## src/rtl/seg7_output_driver_if.sv

```systemverilog
// ============================================================================
// Module      : seg7_output_driver_if
// Description : Core-side load bus and board-side display pins of the
//               4-digit multiplexed 7-segment driver.
// Revision    : 1.0  initial release
// ============================================================================
`default_nettype none

interface seg7_output_driver_if;
    logic        load;
    logic [15:0] value;
    logic [3:0]  dp_in;
    logic        blank_lz;
    logic        pending;
    logic [3:0]  an;
    logic [6:0]  seg;
    logic        dp;

    modport master (
        output load, value, dp_in, blank_lz,
        input  pending, an, seg, dp
    );

    modport slave (
        input  load, value, dp_in, blank_lz,
        output pending, an, seg, dp
    );
endinterface

`default_nettype wire

```

## src/rtl/seg7_output_driver.sv

```systemverilog
// ============================================================================
// Module      : seg7_output_driver
// Description : Double-buffered 4-digit multiplexed 7-segment scanner with a
//               dead-time blank at the start of every digit slot.
// Revision    : 1.0  initial release
// ============================================================================
`default_nettype none

module seg7_output_driver #(
    parameter int DIGIT_CYCLES = 100000,
    parameter int BLANK_CYCLES = 1000
) (
    input  wire logic            clk,
    input  wire logic            rst,
    seg7_output_driver_if.slave  bus
);

    localparam int               c_cnt_w     = $clog2(DIGIT_CYCLES);
    localparam logic [c_cnt_w-1:0] c_cnt_last  = c_cnt_w'(DIGIT_CYCLES - 1);
    localparam logic [c_cnt_w-1:0] c_blank_end = c_cnt_w'(BLANK_CYCLES);

    typedef enum logic [0:0] {
        ST_BLANK = 1'b0,
        ST_SHOW  = 1'b1
    } state_t;

    state_t               r_state;
    logic [c_cnt_w-1:0]   r_cnt;
    logic [1:0]           r_idx;

    logic [15:0]          r_shadow_val;
    logic [3:0]           r_shadow_dp;
    logic                 r_shadow_lz;
    logic                 r_pending;

    logic [15:0]          r_act_val;
    logic [3:0]           r_act_dp;
    logic                 r_act_lz;

    logic [3:0]           r_an;
    logic [6:0]           r_seg;
    logic                 r_dp;

    logic                 w_wrap;
    logic                 w_commit;
    logic [c_cnt_w-1:0]   w_cnt_nxt;
    logic [3:0]           w_nib;
    logic [3:0]           w_lz_zero;
    logic                 w_digit_blank;
    logic                 w_dp_bit;

    // Active-low {g,f,e,d,c,b,a} glyphs for hex digits 0..F.
    function automatic logic [6:0] dec7(input logic [3:0] n);
        logic [6:0] s;
        case (n)
            4'h0:    s = 7'b1000000;
            4'h1:    s = 7'b1111001;
            4'h2:    s = 7'b0100100;
            4'h3:    s = 7'b0110000;
            4'h4:    s = 7'b0011001;
            4'h5:    s = 7'b0010010;
            4'h6:    s = 7'b0000010;
            4'h7:    s = 7'b1111000;
            4'h8:    s = 7'b0000000;
            4'h9:    s = 7'b0010000;
            4'hA:    s = 7'b0001000;
            4'hB:    s = 7'b0000011;
            4'hC:    s = 7'b1000110;
            4'hD:    s = 7'b0100001;
            4'hE:    s = 7'b0000110;
            default: s = 7'b0001110;
        endcase
        return s;
    endfunction

    assign w_wrap    = (r_cnt == c_cnt_last);
    assign w_commit  = w_wrap && (r_idx == 2'd3);
    assign w_cnt_nxt = w_wrap ? '0 : r_cnt + 1'b1;

    always_comb begin
        w_nib    = r_act_val[3:0];
        w_dp_bit = r_act_dp[0];
        case (r_idx)
            2'd0: begin w_nib = r_act_val[3:0];   w_dp_bit = r_act_dp[0]; end
            2'd1: begin w_nib = r_act_val[7:4];   w_dp_bit = r_act_dp[1]; end
            2'd2: begin w_nib = r_act_val[11:8];  w_dp_bit = r_act_dp[2]; end
            default: begin w_nib = r_act_val[15:12]; w_dp_bit = r_act_dp[3]; end
        endcase
    end

    // w_lz_zero[i]: nibbles 3..i are all zero; digit0 is never a leading zero.
    assign w_lz_zero[3]  = (r_act_val[15:12] == 4'h0);
    assign w_lz_zero[2]  = w_lz_zero[3] && (r_act_val[11:8] == 4'h0);
    assign w_lz_zero[1]  = w_lz_zero[2] && (r_act_val[7:4] == 4'h0);
    assign w_lz_zero[0]  = 1'b0;
    assign w_digit_blank = r_act_lz && w_lz_zero[r_idx];

    always_ff @(posedge clk or posedge rst) begin
        if (rst) begin
            r_state      <= ST_BLANK;
            r_cnt        <= '0;
            r_idx        <= 2'd0;
            r_shadow_val <= 16'h0000;
            r_shadow_dp  <= 4'h0;
            r_shadow_lz  <= 1'b0;
            r_pending    <= 1'b0;
            r_act_val    <= 16'h0000;
            r_act_dp     <= 4'h0;
            r_act_lz     <= 1'b0;
            r_an         <= 4'b1111;
            r_seg        <= 7'h7F;
            r_dp         <= 1'b1;
        end else begin
            r_cnt <= w_cnt_nxt;
            if (w_wrap) begin
                r_idx <= r_idx + 2'd1;
            end
            r_state <= (w_cnt_nxt < c_blank_end) ? ST_BLANK : ST_SHOW;

            // A load landing on the commit cycle bypasses the shadow wait.
            if (w_commit) begin
                if (bus.load) begin
                    r_shadow_val <= bus.value;
                    r_shadow_dp  <= bus.dp_in;
                    r_shadow_lz  <= bus.blank_lz;
                    r_act_val    <= bus.value;
                    r_act_dp     <= bus.dp_in;
                    r_act_lz     <= bus.blank_lz;
                end else if (r_pending) begin
                    r_act_val    <= r_shadow_val;
                    r_act_dp     <= r_shadow_dp;
                    r_act_lz     <= r_shadow_lz;
                end
                r_pending <= 1'b0;
            end else if (bus.load) begin
                r_shadow_val <= bus.value;
                r_shadow_dp  <= bus.dp_in;
                r_shadow_lz  <= bus.blank_lz;
                r_pending    <= 1'b1;
            end

            case (r_state)
                ST_SHOW: begin
                    r_an  <= ~(4'b0001 << r_idx);
                    r_seg <= w_digit_blank ? 7'h7F : dec7(w_nib);
                    r_dp  <= ~w_dp_bit;
                end
                default: begin
                    r_an  <= 4'b1111;
                    r_seg <= 7'h7F;
                    r_dp  <= 1'b1;
                end
            endcase
        end
    end

    assign bus.pending = r_pending;
    assign bus.an      = r_an;
    assign bus.seg     = r_seg;
    assign bus.dp      = r_dp;

endmodule

`default_nettype wire
```

## src/flat_wrapper.sv

```systemverilog
// flat-port wrapper written by rule: the top's interface ports become plain ports
module seg7_output_driver_flat 
#(
    parameter int DIGIT_CYCLES = 100000,
    parameter int BLANK_CYCLES = 1000
)
  (clk, rst, bus_load, bus_value, bus_dp_in, bus_blank_lz, bus_pending, bus_an, bus_seg, bus_dp);
  seg7_output_driver_if bus_i ();
  input  wire logic clk;
  input  wire logic rst;
  input wire logic [$bits(bus_i.load)-1:0] bus_load;
  input wire logic [$bits(bus_i.value)-1:0] bus_value;
  input wire logic [$bits(bus_i.dp_in)-1:0] bus_dp_in;
  input wire logic [$bits(bus_i.blank_lz)-1:0] bus_blank_lz;
  output wire logic [$bits(bus_i.pending)-1:0] bus_pending;
  output wire logic [$bits(bus_i.an)-1:0] bus_an;
  output wire logic [$bits(bus_i.seg)-1:0] bus_seg;
  output wire logic [$bits(bus_i.dp)-1:0] bus_dp;
  assign bus_i.load = bus_load;
  assign bus_i.value = bus_value;
  assign bus_i.dp_in = bus_dp_in;
  assign bus_i.blank_lz = bus_blank_lz;
  assign bus_pending = bus_i.pending;
  assign bus_an = bus_i.an;
  assign bus_seg = bus_i.seg;
  assign bus_dp = bus_i.dp;
  seg7_output_driver #(.DIGIT_CYCLES(DIGIT_CYCLES), .BLANK_CYCLES(BLANK_CYCLES)) u_core (.clk(clk), .rst(rst), .bus(bus_i));
endmodule
```

## config.mk

```make
export PLATFORM = sky130hd
export DESIGN_NAME = seg7_output_driver_flat
export DESIGN_NICKNAME = d
export VERILOG_FILES = /design/src/rtl/seg7_output_driver_if.sv /design/src/rtl/seg7_output_driver.sv /design/src/flat_wrapper.sv
export SDC_FILE = /design/constraint.sdc
export NUM_CORES = 1
export LEC_CHECK = 0
export CAP_MARGIN = 20
export CORE_UTILIZATION = 25
export DETAILED_ROUTE_END_ITERATION = 12
export SYNTH_ARGS = -nofsm -noshare
export SYNTH_HDL_FRONTEND = slang
export SYNTH_SLANG_ARGS = --single-unit
```

## constraint.sdc

```tcl
create_clock -name clk -period 2.3 [get_ports clk]
set_input_delay 0.46 -clock clk [delete_from_list [all_inputs] [get_ports clk]]
set_output_delay 0.46 -clock clk [all_outputs]
set_load 0.01 [all_outputs]
```

==> summary.txt, run 1 <==
STA
  • Fmax achieved: 459 MHz
  • Fin crit share: 0.948
  • Pins Over Slew Limit: 0
  • Clk_skew: 0.00906 ns
  • Slew headroom: 0.542
  • Fin worst setup slack: 0.120 ns
  • Setup TNS: 0 ns
  • Worst slew pin tran: 0.684 ns
  • Final setup violating endpoints: 0
  • Final min period: 2.18 ns
  • Final hold slack: 0.492 ns
  • Hold Violations, Final: 0

Synthesis
  • Yosys reg bits: 75
  • Post-synth EDFFs: 0
  • Mapped cell area: 3570 um^2
  • Cell count after synthesis: 284
  • Post-Syn Nets: 319
  • Avg Cell Area, Syn: 12.6 um^2
  • Top_reg_cell synth: dfrtp_1
  • Cell variety after synth: 45
  • Yosys warnings: 0
  • Ys async rst share: 1.00
  • Post-synthesis sequential area ratio: 0.531

Placed design
  • DP Worst Slack: -0.0336 ns
  • Placed Instances: 506
  • HPWL after detailed placement: 5310 um
  • I/O Buffers: 36
  • Final GP Congestion: 0.789

Layout
  • Nets@finish: 375
  • Antenna Cells: 0
  • Sequential Area: 1890 um^2
  • Area delta synth->final: 27.9%
  • Cell Count, Final, Fillers Out: 525
  • Post-layout util: 0.329
  • Area of the multi-input gates: 1560 um^2
  • Filler cell count in the final layout: 1,373
  • Share of cells above drive strength 1: 0.307

Routing
  • Final ANT Viol Nets: 0
  • DRC viols: 0
  • DRT Wirelength: 7260 um
  • Via/cell ratio: 4.56
  • Avg WL per Cell: 13.8 um
  • DR vias: 2,394
  • Drt pass-1 iters: 4
  • DRT iter0 DRCs: 171

Die
  • Rows: 43
  • IO Count: 37
  • Core Area: 13,900 um^2
  • Vert. Die Dim: 121 um
  • Die width: 121 um
  • Die ar.: 14,700 um^2
  • Initial core utilization: 0.257

Flow run
  • Maxcap violations: 0

CTS
  • Htree depth: 3
  • Hold buffers post-CTS: 0
  • Inserted Clock Buffers: 9
  • Clk Latency, worst-skew pair: 0.33 ns
  • Clk sink count: 75
  • Clock Pin Slew Worst Setup and Hold Paths: 0.06 ns
  • Clock Path Buffers: 2
  • CTS Root Cell: clkbuf_16
  • TritonCTS clock tree: done

Worst setup path
  • CP bufs+invs: 0
  • Worst EP required: 2.51 ns
  • Worst setup SP type: flop
  • Max stage delay cell, worst path: or4b_4
  • CP top delay family: simple AND/OR/NAND/NOR gates
  • CP max stage delay: 0.72 ns
  • Worst-path fanout max: 21
  • Critical-path cell list: ha_1, and4_2, nand4_1, or4b_4, mux2_4
  • Crit. End Element: flop
  • Setup CP Type: flop to flop
  • CP arrival: 2.39 ns

GRT
  • Largest net degree at the start of global routing: 34
  • First-pass GRT wire length: 12,300 um
  • Vias in the first global route: 2,529
  • GRT Util Overall: 0.108
  • GRT overflow: 0
  • Initial antenna violation count: 0

Min path
  • HP Class: input port to asynchronous set/reset pin

Run status
  • Outcome: complete, no violations

Power and ir drop
  • Pwr Density: 621 nW/um^2
  • Pleak: 1.95 nW
  • Peak supply drop: 0.395 mV
report_power, final:
part | switching [mW] | total [mW] | internal (mW)
clock | 0.583 | 1.33 | 0.747
sequential | 0.00834 | 1.36 | 1.36
combinational | 0.0609 | 0.137 | 0.0758
layout make-up:
cell class              instances  area share
flip-flops and latches         75       0.415
well taps                     180      0.0494
repair buffers                 57       0.116
inverters                      16      0.0140
clock inverters                 7      0.0132
multi-input cells             181       0.343
clock buffers                   9      0.0494
final timing paths:
check / from / depth (start not counted) / endpoint / slack (ns)
worst max-delay path: u_core.r_cnt[0] / 5 / u_core.r_act_val[0] / 0.12
worst min-delay path: rst / 2 / u_core.r_act_val[9] / 0.49
worst max register to register: u_core.r_cnt[0] / 5 / u_core.r_act_val[0] / 0.12
worst min register to register: u_core.r_shadow_dp[2] / 1 / u_core.r_shadow_dp[2] / 0.50
max in group asynchronous: rst / 3 / u_core.bus.seg[0] / 1.23
min in group clk: u_core.r_shadow_dp[2] / 1 / u_core.r_shadow_dp[2] / 0.50
flip-flops by register name, summed over array words and instances, names as in the netlist:
signal               count
u_core.bus.an            4
u_core.bus.dp            1
u_core.bus.pending       1
u_core.bus.seg           7
u_core.r_act_dp          4
u_core.r_act_lz          1
u_core.r_act_val        16
u_core.r_cnt            17
u_core.r_idx             2
u_core.r_shadow_dp       4
u_core.r_shadow_lz       1
u_core.r_shadow_val     16
u_core.r_state           1
Yosys cell counts (2+ instances only):
| library cell | number | share of area |
|---|---|---|
| or3_1 | 3 | 0.0053 |
| nand2_1 | 15 | 0.016 |
| inv_1 | 16 | 0.017 |
| a2111oi_0 | 2 | 0.0049 |
| ha_1 | 11 | 0.039 |
| buf_6 | 2 | 0.0063 |
| and3_1 | 2 | 0.0035 |
| o221ai_1 | 5 | 0.012 |
| nand4_1 | 8 | 0.014 |
| mux2_4 | 20 | 0.084 |
| a21oi_1 | 9 | 0.013 |
| nand3_1 | 9 | 0.013 |
| nor4b_1 | 2 | 0.0049 |
| clkbuf_1 | 5 | 0.0053 |
| nor2_1 | 8 | 0.0084 |
| xor2_1 | 3 | 0.0074 |
| nor4_1 | 2 | 0.0035 |
| mux2_2 | 24 | 0.076 |
| buf_1 | 2 | 0.0021 |
| xnor2_1 | 11 | 0.027 |
| dfrtp_1 | 63 | 0.44 |
| o21ai_0 | 9 | 0.013 |
| and4_1 | 6 | 0.015 |
| dfstp_2 | 12 | 0.088 |
| nand2b_1 | 2 | 0.0035 |
| nor4bb_1 | 2 | 0.0056 |
| o22ai_1 | 2 | 0.0035 |
| mux2i_1 | 5 | 0.014 |
| a222oi_1 | 5 | 0.014 |
| nor2b_1 | 3 | 0.0053 |
| buf_4 | 2 | 0.0042 |
kinds of logic after synthesis:
| logic type | synth area share |
|---|---|
| xor+xnor | 0.0344 |
| fa+ha+maj | 0.0386 |
| simple gates | 0.115 |
| flops | 0.531 |
| mux | 0.174 |
| buf+inv | 0.0361 |
| compound gates | 0.0712 |
placed cells by master (no fill, tap or decap), drive strengths merged, types with 2 or more instances in the layout:
cell type / instances
nand2b: 2
o221ai: 5
clkbuf: 9
and3: 2
clkdlybuf4s50: 36
a222oi: 5
xnor2: 11
o21ai: 9
nor4: 2
clkinvlp: 4
inv: 18
nand3: 9
nand2: 15
o22ai: 2
a21oi: 9
dfrtp: 63
ha: 11
mux2i: 5
nor4b: 2
a2111oi: 2
nor2: 8
buf: 21
nand4: 8
and4: 6
nor2b: 3
nor4bb: 2
xor2: 3
mux2: 44
dfstp: 12
or3: 3
metrics by stage:
step	total power, mW	instance area (um^2)
5_1_grt	2.95	4560
4_1_cts	2.87	4520
3_3_place_gp	1.53	4230
3_5_place_dp	1.53	4230
2_1_floorplan	1.46	3570
6_report	2.83	4560
per-layer routing:
| layer | routed length, um | share of wire | GRT usage | vias up |
|---|---|---|---|---|
| met5 | 0 | 0 | 0 | - |
| met2 | 3780 | 0.52 | 0.186 | 36 |
| met3 | 249 | 0.034 | 0.0258 | 6 |
| met1 | 3150 | 0.43 | 0.130 | 1205 |
| met4 | 78 | 0.011 | 0.0347 | 0 |
| li1 | - | - | - | 1147 |
repair_timing:
item | CTS | global route
setup endpoints to repair | 3 | 8
gates resized for setup | 2 | 9
buffers inserted | 0 | 3
pin swaps | 1 | 2
Note: power is estimated with default switching activity, not from simulation.
==> run 2, diff against run 1 <==
--- a/config.mk
+++ b/config.mk
@@ -6,8 +6,9 @@
 export NUM_CORES = 1
 export LEC_CHECK = 0
 export CAP_MARGIN = 20
-export CORE_UTILIZATION = 25
+export CORE_UTILIZATION = 50
 export DETAILED_ROUTE_END_ITERATION = 12
+export PLACE_DENSITY = 0.74
 export SYNTH_ARGS = -nofsm -noshare
 export SYNTH_HDL_FRONTEND = slang
 export SYNTH_SLANG_ARGS = --single-unit
==> run 2 against run 1 <==
Setup slack better by 0.0024 ns. Non-clock buffer count down 7. Flip-flop and latch count unchanged. Sequential share of layout area up 2.5 points. Via count up 0.75%. Combinational power about the same. Register-to-register slack about the same. Utilization up 30 points. Fmax up 0.11%. Clock-buffer cell count up 3. Cell area down 5.7%. Clock power down 31%. Critical endpoint is now u_core.r_act_dp[3]. Largest cell class unchanged. Largest power group unchanged.
==> summary.txt, run 2 (synthesis results as in run 1) <==
Placed design
  • HPWL after detailed placement: 5060 um
  • I/O Buffers: 36
  • Final GP Congestion: 0.879
  • DP Worst Slack: -0.0193 ns

Die
  • Die ar.: 7470 um^2
  • Core Area: 6830 um^2
  • IO Count: 37
  • Vert. Die Dim: 86.5 um
  • Initial core utilization: 0.522
  • Die width: 86.5 um
  • Rows: 30

STA
  • Fin crit share: 0.947
  • Fin worst setup slack: 0.122 ns
  • Hold Violations, Final: 0
  • Slew headroom: 0.568
  • Fmax achieved: 459 MHz
  • Final setup violating endpoints: 0
  • Final hold slack: 0.450 ns
  • Clk_skew: 0.00798 ns
  • Pins Over Slew Limit: 0
  • Worst slew pin tran: 0.645 ns
  • Final min period: 2.18 ns

CTS
  • CTS Root Cell: clkbuf_8
  • TritonCTS clock tree: done
  • Clock Path Buffers: 2
  • Clk sink count: 75
  • Hold buffers post-CTS: 0
  • Inserted Clock Buffers: 9
  • Clock Pin Slew Worst Setup and Hold Paths: 0.08 ns
  • Htree depth: 3
  • Clk Latency, worst-skew pair: 0.34 ns

Layout
  • Largest register FFs: 17
  • Antenna Cells: 0
  • Biggest regs: u_core.r_cnt x17, u_core.r_act_val x16, u_core.r_shadow_val x16
  • Area delta synth->final: 20.6%
  • Commonest non-fill, non-tap cells in the layout: dfrtp_1, clkdlybuf4s50_1, mux2_2, mux2_4, nand2_1
  • Share of cells above drive strength 1: 0.284
  • Nets@finish: 368
  • Largest register by flop count: u_core.r_cnt
  • Post-layout util: 0.629
  • Filler cell count in the final layout: 564
  • Most common cell after layout, fill and taps aside: dfrtp_1

Worst setup path
  • Cell depth of the worst setup path: 5
  • R2r setup slk: 0.12 ns
  • CP bufs+invs: 0
  • Max stage delay cell, worst path: or4b_4
  • CP max stage delay: 0.73 ns
  • CP top delay family: simple AND/OR/NAND/NOR gates
  • Setup CP Type: flop to flop
  • Worst EP required: 2.53 ns
  • Reg2reg start: u_core.r_cnt[0]
  • Worst Setup EP: u_core.r_act_dp[3]
  • Critical-path cell list: ha_1, and4_1, nand4_1, or4b_4, mux2_4
  • R2R depth: 5
  • Worst-path fanout max: 21
  • Setup crit start: u_core.r_cnt[0]
  • Crit. End Element: flop
  • CP arrival: 2.40 ns
  • RR Endpoint: u_core.r_act_dp[3]
  • Worst setup SP type: flop

Routing
  • Met2 wire len: 3370 um
  • Final ANT Viol Nets: 0
  • DRC viols: 0
  • Met3 wire length: 321 um
  • Via/cell ratio: 5.56
  • DRT Wirelength: 6920 um
  • DR vias: 2,412
  • Avg WL per Cell: 16.0 um
  • Top sig layer: met4
  • Metal-1 WL: 3040 um
  • Drt pass-1 iters: 6
  • DRT iter0 DRCs: 143

Power and ir drop
  • Pleak: 1.87 nW
  • Pwr Density: 563 nW/um^2
  • Peak supply drop: 0.291 mV

Min path
  • HP Class: input port to asynchronous set/reset pin

GRT
  • Vias in the first global route: 2,439
  • GRT Util Overall: 0.207
  • Largest net degree at the start of global routing: 33
  • Initial antenna violation count: 0
  • First-pass GRT wire length: 11,500 um
  • GRT overflow: 0

Flow run
  • Maxcap violations: 0

Run status
  • Outcome: complete, no violations
-- run 2: layout make-up --
type | instances | area, um^2 | area share
clock buffer | 12 | 155 | 0.0361
clock inverter | 4 | 26.3 | 0.00611
inverter | 16 | 63.8 | 0.0148
multi-input combinational | 181 | 1570 | 0.364
sequential | 75 | 1890 | 0.440
tap | 96 | 120 | 0.0279
timing repair buffer | 50 | 478 | 0.111
-- run 2: metrics by stage --
| stage | std cells | cell area (um^2) | TNS [ns] | power (mW) |
|---|---|---|---|---|
| floorplan | 284 | 3570 | 0 | 1.46 |
| global route | 434 | 4300 | -0.00898 | 2.53 |
| finish | 434 | 4300 | 0 | 2.42 |
| detailed placement | 417 | 4090 | -0.175 | 1.53 |
| CTS | 433 | 4270 | 0 | 2.45 |
| global placement | 417 | 4090 | 0 | 1.52 |
-- run 2: how the worst min path moves through the flow --
stage	startpoint	to	cells after the start
after floorplan	u_core.r_state	u_core.bus.dp	1
after global placement	u_core.r_cnt[0]	u_core.r_cnt[0]	1
after detailed placement	u_core.r_shadow_val[12]	u_core.r_shadow_val[12]	1
after CTS	rst	u_core.r_act_val[8]	2
after global routing	rst	u_core.r_state	2
final	rst	u_core.r_shadow_val[8]	2
-- run 2: power by group --
group	switching (mW)	leakage [nW]	internal, mW
logic	0.0606	0.842	0.0758
registers	0.00919	0.939	1.36
clock network	0.472	0.0924	0.449
total	0.542	1.87	1.88
-- run 2: what timing repair did --
item / CTS / global route
resized for setup: 0 / 8
buffers inserted: 0 / 1
setup endpoints to repair: 0 / 7
-- run 2: routing by layer --
layer / track usage / vias to the layer above
li1: - / 1128
met1: 0.259 / 1199
met2: 0.335 / 69
met3: 0.0438 / 16
met4: 0.115 / 0
met5: 0 / -
